--- src/rtl/instr_fetch_if.sv ---
// Instruction-memory read port of the fetch stage: registered req/addr out,
// ack/rdata back from memory.
interface instr_fetch_if #(
  parameter int unsigned PC_W = 16
) ();
  logic            imem_req;
  logic [PC_W-1:0] imem_addr;
  logic            imem_ack;
  logic [31:0]     imem_rdata;

  modport master (
    output imem_req,
    output imem_addr,
    input  imem_ack,
    input  imem_rdata
  );

  modport slave (
    input  imem_req,
    input  imem_addr,
    output imem_ack,
    output imem_rdata
  );
endinterface

--- src/rtl/instr_fetch.sv ---
// Instruction fetch stage: PC, imem req/ack reads, IF/ID register with a
// one-entry skid buffer for stalls, and flush/redirect for taken branches.
module instr_fetch #(
  parameter int unsigned     PC_W     = 16,
  parameter logic [PC_W-1:0] RESET_PC = '0,
  parameter logic [31:0]     NOP      = 32'h0000_0000
) (
  input  logic              clk,
  input  logic              rst,
  input  logic              stall,
  input  logic              flush,
  input  logic [PC_W-1:0]   branch_target,
  instr_fetch_if.master     imem,
  output logic [31:0]       instr,
  output logic [PC_W-1:0]   instr_pc,
  output logic              instr_valid
);

  // S_REQ: skid buffer empty, requesting; S_FULL: skid buffer holds a word
  typedef enum logic {
    S_REQ  = 1'b0,
    S_FULL = 1'b1
  } state_t;

  state_t          r_state,    w_state;
  logic            r_req,      w_req;
  logic [PC_W-1:0] r_addr,     w_addr;
  logic [31:0]     r_instr,    w_instr;
  logic [PC_W-1:0] r_instr_pc, w_instr_pc;
  logic            r_valid,    w_valid;
  logic [31:0]     r_buf_data, w_buf_data;
  logic [PC_W-1:0] r_buf_pc,   w_buf_pc;
  logic            r_drop,     w_drop;
  logic [PC_W-1:0] r_next_pc,  w_next_pc;

  logic            w_ack;
  logic [PC_W-1:0] w_addr_inc;

  // An ack only counts while a request is actually on the bus
  assign w_ack      = imem.imem_ack && r_req;
  assign w_addr_inc = r_addr + PC_W'(1);

  always_comb begin
    w_state    = r_state;
    w_req      = r_req;
    w_addr     = r_addr;
    w_instr    = r_instr;
    w_instr_pc = r_instr_pc;
    w_valid    = r_valid;
    w_buf_data = r_buf_data;
    w_buf_pc   = r_buf_pc;
    w_drop     = r_drop;
    w_next_pc  = r_next_pc;

    if (flush) begin
      w_instr = NOP;
      w_valid = 1'b0;
      w_state = S_REQ;
      w_req   = 1'b1;
      if (w_ack || !r_req) begin
        w_addr = branch_target;
        w_drop = 1'b0;
      end else begin
        // Request still in flight: keep the address stable, discard its data later
        w_drop    = 1'b1;
        w_next_pc = branch_target;
      end
    end else if (w_ack && r_drop) begin
      w_addr = r_next_pc;
      w_drop = 1'b0;
      if (!stall) begin
        w_instr = NOP;
        w_valid = 1'b0;
      end
    end else if (w_ack && !stall) begin
      w_instr    = imem.imem_rdata;
      w_instr_pc = r_addr;
      w_valid    = 1'b1;
      w_addr     = w_addr_inc;
    end else if (w_ack) begin
      w_buf_data = imem.imem_rdata;
      w_buf_pc   = r_addr;
      w_addr     = w_addr_inc;
      w_state    = S_FULL;
      w_req      = 1'b0;
    end else begin
      case (r_state)
        S_FULL: begin
          if (!stall) begin
            w_instr    = r_buf_data;
            w_instr_pc = r_buf_pc;
            w_valid    = 1'b1;
            w_state    = S_REQ;
            w_req      = 1'b1;
          end
        end
        default: begin
          w_req = 1'b1;
          if (!stall) begin
            w_instr = NOP;
            w_valid = 1'b0;
          end
        end
      endcase
    end
  end

  always_ff @(posedge clk) begin
    if (rst) begin
      r_state    <= S_REQ;
      r_req      <= 1'b0;
      r_addr     <= RESET_PC;
      r_instr    <= NOP;
      r_instr_pc <= '0;
      r_valid    <= 1'b0;
      r_buf_data <= '0;
      r_buf_pc   <= '0;
      r_drop     <= 1'b0;
      r_next_pc  <= RESET_PC;
    end else begin
      r_state    <= w_state;
      r_req      <= w_req;
      r_addr     <= w_addr;
      r_instr    <= w_instr;
      r_instr_pc <= w_instr_pc;
      r_valid    <= w_valid;
      r_buf_data <= w_buf_data;
      r_buf_pc   <= w_buf_pc;
      r_drop     <= w_drop;
      r_next_pc  <= w_next_pc;
    end
  end

  assign imem.imem_req  = r_req;
  assign imem.imem_addr = r_addr;
  assign instr          = r_instr;
  assign instr_pc       = r_instr_pc;
  assign instr_valid    = r_valid;

endmodule

--- src/flat_wrapper.sv ---
// flat-port wrapper written by rule: the top's interface ports become plain ports
module instr_fetch_flat 
#(
  parameter int unsigned     PC_W     = 16,
  parameter logic [PC_W-1:0] RESET_PC = '0,
  parameter logic [31:0]     NOP      = 32'h0000_0000
)
  (clk, rst, stall, flush, branch_target, instr, instr_pc, instr_valid, imem_imem_req, imem_imem_addr, imem_imem_ack, imem_imem_rdata);
  instr_fetch_if #(.PC_W(PC_W)) imem_i ();
  input  logic clk;
  input  logic rst;
  input  logic stall;
  input  logic flush;
  input  logic [PC_W-1:0] branch_target;
  output logic [31:0] instr;
  output logic [PC_W-1:0] instr_pc;
  output logic instr_valid;
  output wire logic [$bits(imem_i.imem_req)-1:0] imem_imem_req;
  output wire logic [$bits(imem_i.imem_addr)-1:0] imem_imem_addr;
  input wire logic [$bits(imem_i.imem_ack)-1:0] imem_imem_ack;
  input wire logic [$bits(imem_i.imem_rdata)-1:0] imem_imem_rdata;
  assign imem_imem_req = imem_i.imem_req;
  assign imem_imem_addr = imem_i.imem_addr;
  assign imem_i.imem_ack = imem_imem_ack;
  assign imem_i.imem_rdata = imem_imem_rdata;
  instr_fetch #(.PC_W(PC_W), .RESET_PC(RESET_PC), .NOP(NOP)) u_core (.clk(clk), .rst(rst), .stall(stall), .flush(flush), .branch_target(branch_target), .imem(imem_i), .instr(instr), .instr_pc(instr_pc), .instr_valid(instr_valid));
endmodule
--- config.mk ---
export PLATFORM = sky130hd
export DESIGN_NAME = instr_fetch_flat
export DESIGN_NICKNAME = d
export VERILOG_FILES = /design/src/rtl/instr_fetch_if.sv /design/src/rtl/instr_fetch.sv /design/src/flat_wrapper.sv
export SDC_FILE = /design/constraint.sdc
export NUM_CORES = 1
export LEC_CHECK = 0
export ABC_CLOCK_PERIOD_IN_PS = 2100
export CAP_MARGIN = 10
export CORE_ASPECT_RATIO = 0.75
export CORE_MARGIN = 4
export CORE_UTILIZATION = 48
export DETAILED_ROUTE_END_ITERATION = 8
export PLACE_DENSITY = 0.75
export SLEW_MARGIN = 20
export SYNTH_ARGS = -nofsm -noshare
export SYNTH_HDL_FRONTEND = slang
export SYNTH_SLANG_ARGS = --single-unit
--- constraint.sdc ---
create_clock -name clk -period 2.1 [get_ports clk]
set_input_delay 0.21 -clock clk [delete_from_list [all_inputs] [get_ports clk]]
set_output_delay 0.21 -clock clk [all_outputs]
set_load 0.03 [all_outputs]
# [Yosys cells after proc, flatten, opt, wreduce, memory -nomap -nowiden]
# Cells that the tools add are included.
[word_totals] register_bits=132 input_bits=53 out_inout_bits=66 word_cells=72
[op_classes] add_sub_neg=1 eq_ne=8 n_mux=32 bitwise=4 reduce_logical=17
[ops] operator="$mux 32" count=6
[ops] operator="$mux 16" count=9
[ops] operator="$mux 1" count=17
[ops] operator="$add 16x1->16 const B" count=1
[ops] operator="$ne 4x4->1 const B" count=2
[ops] operator="$reduce_and 2->1" count=4
[ops] operator="$ne 2x2->1 const B" count=3
[ops] operator="$reduce_and 5->1" count=1
[ops] operator="$ne 2x1->1 const B" count=2
[ops] operator="$not 1->1" count=4
[ops] operator="$reduce_and 4->1" count=1
[ops] operator="$reduce_bool 2->1" count=2
[ops] operator="$reduce_bool 4->1" count=1
[ops] operator="$logic_and 1x1->1" count=3
[ops] operator="$ne 3x3->1 const B" count=1
[ops] operator="$reduce_and 3->1" count=1
[ops] operator="$logic_not 1->1" count=2
[ops] operator="$reduce_or 2->1" count=1
[ops] operator="$logic_or 1x1->1" count=1

# [Logic depth before layout (Yosys ltp)]
[logic_depth] depth_word=6 depth_mapped=8 ltp_nobuf=6

# [Least setup slack after synthesis]
# OpenSTA, ideal clock, no wires.
[synth_timing] path_type="reg-to-reg" from="register u_core.r_addr[1] (netlist: u_core.imem.imem_addr[1])" to="register u_core.r_addr[14] (netlist: u_core.imem.imem_addr[14])" t_arrival_ps=1858 t_required_ps=2026 setup_slack_ps=167 path_stages_with_launch=7 path_cell_list="dfxtp_1 > ha_1 > nand4_1 > and2b_1 > nand3_1 > or4_1 > a31oi_1"
[synth_via] elab_chain_len=5
[synth_rtl] element="start: declaration" line_no="instr_fetch.sv:27" text="logic [PC_W-1:0] r_addr, w_addr;"
[synth_rtl] element="start signal: assignment" line_no="instr_fetch.sv:123" text="r_addr <= w_addr;"
[synth_rtl] element="$add 16x1->16 *" line_no="instr_fetch.sv:41" text="assign w_addr_inc = r_addr + PC_W'(1);"
[synth_rtl] element="$mux 16" line_no="instr_fetch.sv:80" text="end else if (w_ack) begin"
[synth_rtl] element="$mux 16 *" line_no="instr_fetch.sv:75" text="end else if (w_ack && !stall) begin"
[synth_rtl] element="$mux 16 *" line_no="instr_fetch.sv:68" text="end else if (w_ack && r_drop) begin"
[synth_rtl] element="$mux 16 *" line_no="instr_fetch.sv:55" text="if (flush) begin"
# Mark *: on every way between the ends. The rest lies on a longest branch, timed or not. The select of a mux whose other input is x is not followed.
# A chain may end at the register's enable or synchronous reset.

# [Final worst setup path]
[layout_timing] from="register u_core.r_req (netlist: u_core.imem.imem_req)" to="register u_core.r_instr_pc[11] (netlist: u_core.instr_pc[11])"
[layout_via] elab_chain_len=4 word_cells_on_any_way=9 classes_between="eq/ne: 2; mux: 1; bitwise: 1; reduce/logical: 5"
[layout_rtl] element="start: declaration" line_no="instr_fetch.sv:26" text="logic r_req, w_req;"
[layout_rtl] element="start signal: assignment" line_no="instr_fetch.sv:122" text="r_req <= w_req;"
[layout_rtl] element="$logic_and 1x1->1 *" line_no="instr_fetch.sv:40" text="assign w_ack = imem.imem_ack && r_req;"
[layout_rtl] element="$logic_and 1x1->1 (on tied branches)" line_no="instr_fetch.sv:75, instr_fetch.sv:68"
[layout_rtl] element="$ne 2x2->1 (no line), or another cell as far along"
[layout_rtl] element="$reduce_and 5->1 (no line)"
[layout_rtl] element="end signal: assignment" line_no="instr_fetch.sv:125" text="r_instr_pc <= w_instr_pc;"
[layout_rtl] element="end: declaration" line_no="instr_fetch.sv:29" text="logic [PC_W-1:0] r_instr_pc, w_instr_pc;"
# Mark *: on every way between the ends. The rest lies on a longest branch, timed or not.

==> metrics <==
Die W=135 µm; post-route ant nets=0; total power=6380 µW; final worst path period need=1.92 ns; P_leak=0.00273 µW; post-CTS sizing=0; cts hold-fix bufs=0; period utilization=91.5%; CP most frequent cell=nor2_1; Area Growth Syn to Fin=34.5%; Chip Height=103 µm; GR Overflow Total=0; largest net degree at the start of global routing=65; syn_nets=788; DR pass1 iterations=5; layout cell share with drive strength beyond 1=9.51%; highest net fanout along the worst path=32; slowest CP cell=dfxtp_1; routed vias=5816; CP Data Arrival Time=2.24 ns; GRT Overall Usage=24.1%; number of inserted diodes=0; Hold Vio Cnt, Final=0; post-synth cell types=46; Post-CTS Setup Repair Bufs=0; first-pass GRT wire length=26900 µm; num rows=34; worst-skew pair later-pin latency=0.41 ns; setup tns final=0 ns; vias in the first global route=5428; CTS Sinks=132; WL per Instance=16.6 µm; Initial DRC Count=621; CP max stage delay=0.52 ns; EDFF count, synth=0; number of fill cells in the layout=956; clock-pin slew on the worst setup and hold paths=0.06 ns; ys async rst share=0%; Slew Limit Fails=0; antenna violations before repair=0; cells after synthesis=734; Starting Density=49.7%; CP Launch Type=register; die area=14000 µm²; slew margin rel.=56.7%; CTS Root Cell=clkbuf_16; final WL=16900 µm; Worst-Margin Slew=0.650 ns; Num CTS Buffers=17; unrepaired setup endpoints after global routing=no; Cell Pwr Density=813 nW/µm²; IO buf count=118; Setup Viol. Count Final=0; DRC viols=0; I/O pin count=119; ys flop type=dfxtp_1; worst vdd ir=0.542 mV; CTS tree=done; H-tree levels=4; max frequency=520 MHz; CP delay by family, top=simple AND/OR/NAND/NOR gates; Crit. End Element=register; FF+latch count, synth=132; core footprint=11700 µm²; Syn Area/Cell=7.95 µm²; Clock Skews=0.00796 ns; Routability Congestion=0.945; hpwl dp=11400 µm; nets=893; HP Class=input pin to register; Synth Warn #=0; area of the mapped netlist=5830 µm²; status=finished, final reports clean; CTS max path bufs=2; Max Cap Viol=0; CP Cell Sequence=and2_1, nor2_1, nor3_4, buf_12, nor2_1, a211oi_1; Seq/Total Area, Yosys=45.3%; Worst EP required=2.42 ns; Crit path buffers/inverters=1; vias per std cell=5.74; Crit Path Category=register to register
==> worst reg2reg max path, cell delays in order (launching register included) <==
cell and delay, ns:
dfxtp_1 0.52, and2_1 0.40, nor2_1 0.19, nor3_4 0.22
buf_12 0.21, nor2_1 0.06, a211oi_1 0.23
==> cells in the mapped netlist (all sizes together), types with 2 or more instances <==
| library cell | number | area [µm²] |
|---|---|---|
| mux2i | 16 | 160 |
| nand2 | 150 | 563 |
| a21oi | 90 | 450 |
| nor4 | 2 | 12.5 |
| nor3b | 32 | 240 |
| dfxtp | 132 | 2640 |
| and3 | 4 | 31.3 |
| nand3 | 14 | 70.1 |
| o22a | 5 | 43.8 |
| nand3b | 3 | 22.5 |
| a311oi | 32 | 280 |
| o21a | 2 | 15.0 |
| nand4 | 3 | 18.8 |
| a211oi | 19 | 143 |
| and2 | 3 | 18.8 |
| a31oi | 4 | 25.0 |
| nand2b | 5 | 31.3 |
| buf | 30 | 169 |
| nor3 | 49 | 273 |
| o21ai | 22 | 110 |
| and4 | 3 | 28.8 |
| nor2 | 63 | 244 |
| clkbuf | 38 | 143 |
==> path summary, 6_finish.rpt <==
kind / start / depth (start not counted) / slack, ns / end
worst max-delay path: u_core.imem.imem_req / 6 / 0.18 / u_core.instr_pc[11]
worst min-delay path: rst / 2 / 0.06 / u_core.r_drop
worst max register to register: u_core.imem.imem_req / 6 / 0.18 / u_core.instr_pc[11]
worst min register to register: u_core.r_buf_pc[7] / 2 / 0.46 / u_core.r_buf_pc[7]
==> report_power, final <==
group          total (µW)  internal (µW)  switching [µW]
clock network        2930           1790            1140
registers            2640           2580            57.8
logic                 815            344             470
total                6380           4710            1670
==> cell usage in the layout, fill, tap and decap left out, types with 3 or more instances in the layout <==
cell type / count
nand2_1: 149
a31oi_1: 4
o21ai_0: 21
nand4_1: 3
o22a_1: 5
clkdlybuf4s50_1: 116
nor3b_1: 32
buf_4: 31
clkinv_4: 4
dfxtp_1: 132
nand2b_1: 5
nor2_1: 62
nand3_1: 13
nand3b_1: 3
nor3_1: 46
clkbuf_16: 17
and2_1: 3
a311oi_1: 32
a21oi_1: 90
mux2i_1: 16
clkinvlp_4: 4
buf_12: 6
a211oi_1: 19
==> final cells by class <==
class                      instances  area, µm²  share of cell area, %
multi-input combinational        532       2880                   36.7
clock buffer                      18        439                   5.60
tap                              162        203                   2.58
clock inverter                    14        153                   1.95
timing repair buffer             154       1520                   19.4
sequential                       132       2640                   33.7
inverter                           2       7.51                 0.0957
==> metrics by stage <==
| step | instance area [µm²] | std cells | hold WS (ns) | utilization, % | setup WS [ns] |
|---|---|---|---|---|---|
| 2_1_floorplan | 5830 | 734 | 0.346 | - | 0.167 |
| 3_3_place_gp | 7250 | 982 | 0.442 | 61.8 | 0.0981 |
| 3_5_place_dp | 7250 | 982 | 0.447 | 61.8 | -0.0243 |
| 4_1_cts | 7850 | 1014 | 0.0474 | 66.8 | 0.203 |
| 5_1_grt | 7850 | 1014 | 0.0619 | 66.8 | 0.0471 |
| 6_report | 7850 | 1014 | 0.0639 | 66.8 | 0.178 |
==> layer usage <==
metal / track usage, % / share of wire [%] / vias up
li1: - / - / 2794
met1: 32.5 / 45 / 2686
met2: 37.0 / 43 / 292
met3: 7.45 / 9.5 / 44
met4: 8.44 / 2.3 / 0
met5: 0 / 0 / -
==> kinds of logic after synthesis <==
logic type,Yosys count,synth area share [%]
compound gates,178,18.9
xor+xnor,1,0.150
fa+ha+maj,1,0.214
buf+inv,70,5.47
flops,132,45.3
mux,16,2.74
simple gates,336,27.3
==> flip-flops by register name (all words and copies together) (netlist names) <==
signal and flops:
u_core.imem.imem_addr 16, u_core.imem.imem_req 1, u_core.instr 32, u_core.instr_pc 16, u_core.instr_valid 1, u_core.r_buf_data 32
u_core.r_buf_pc 16, u_core.r_drop 1, u_core.r_next_pc 16, u_core.r_state 1
(Power assumes the default switching activity.)
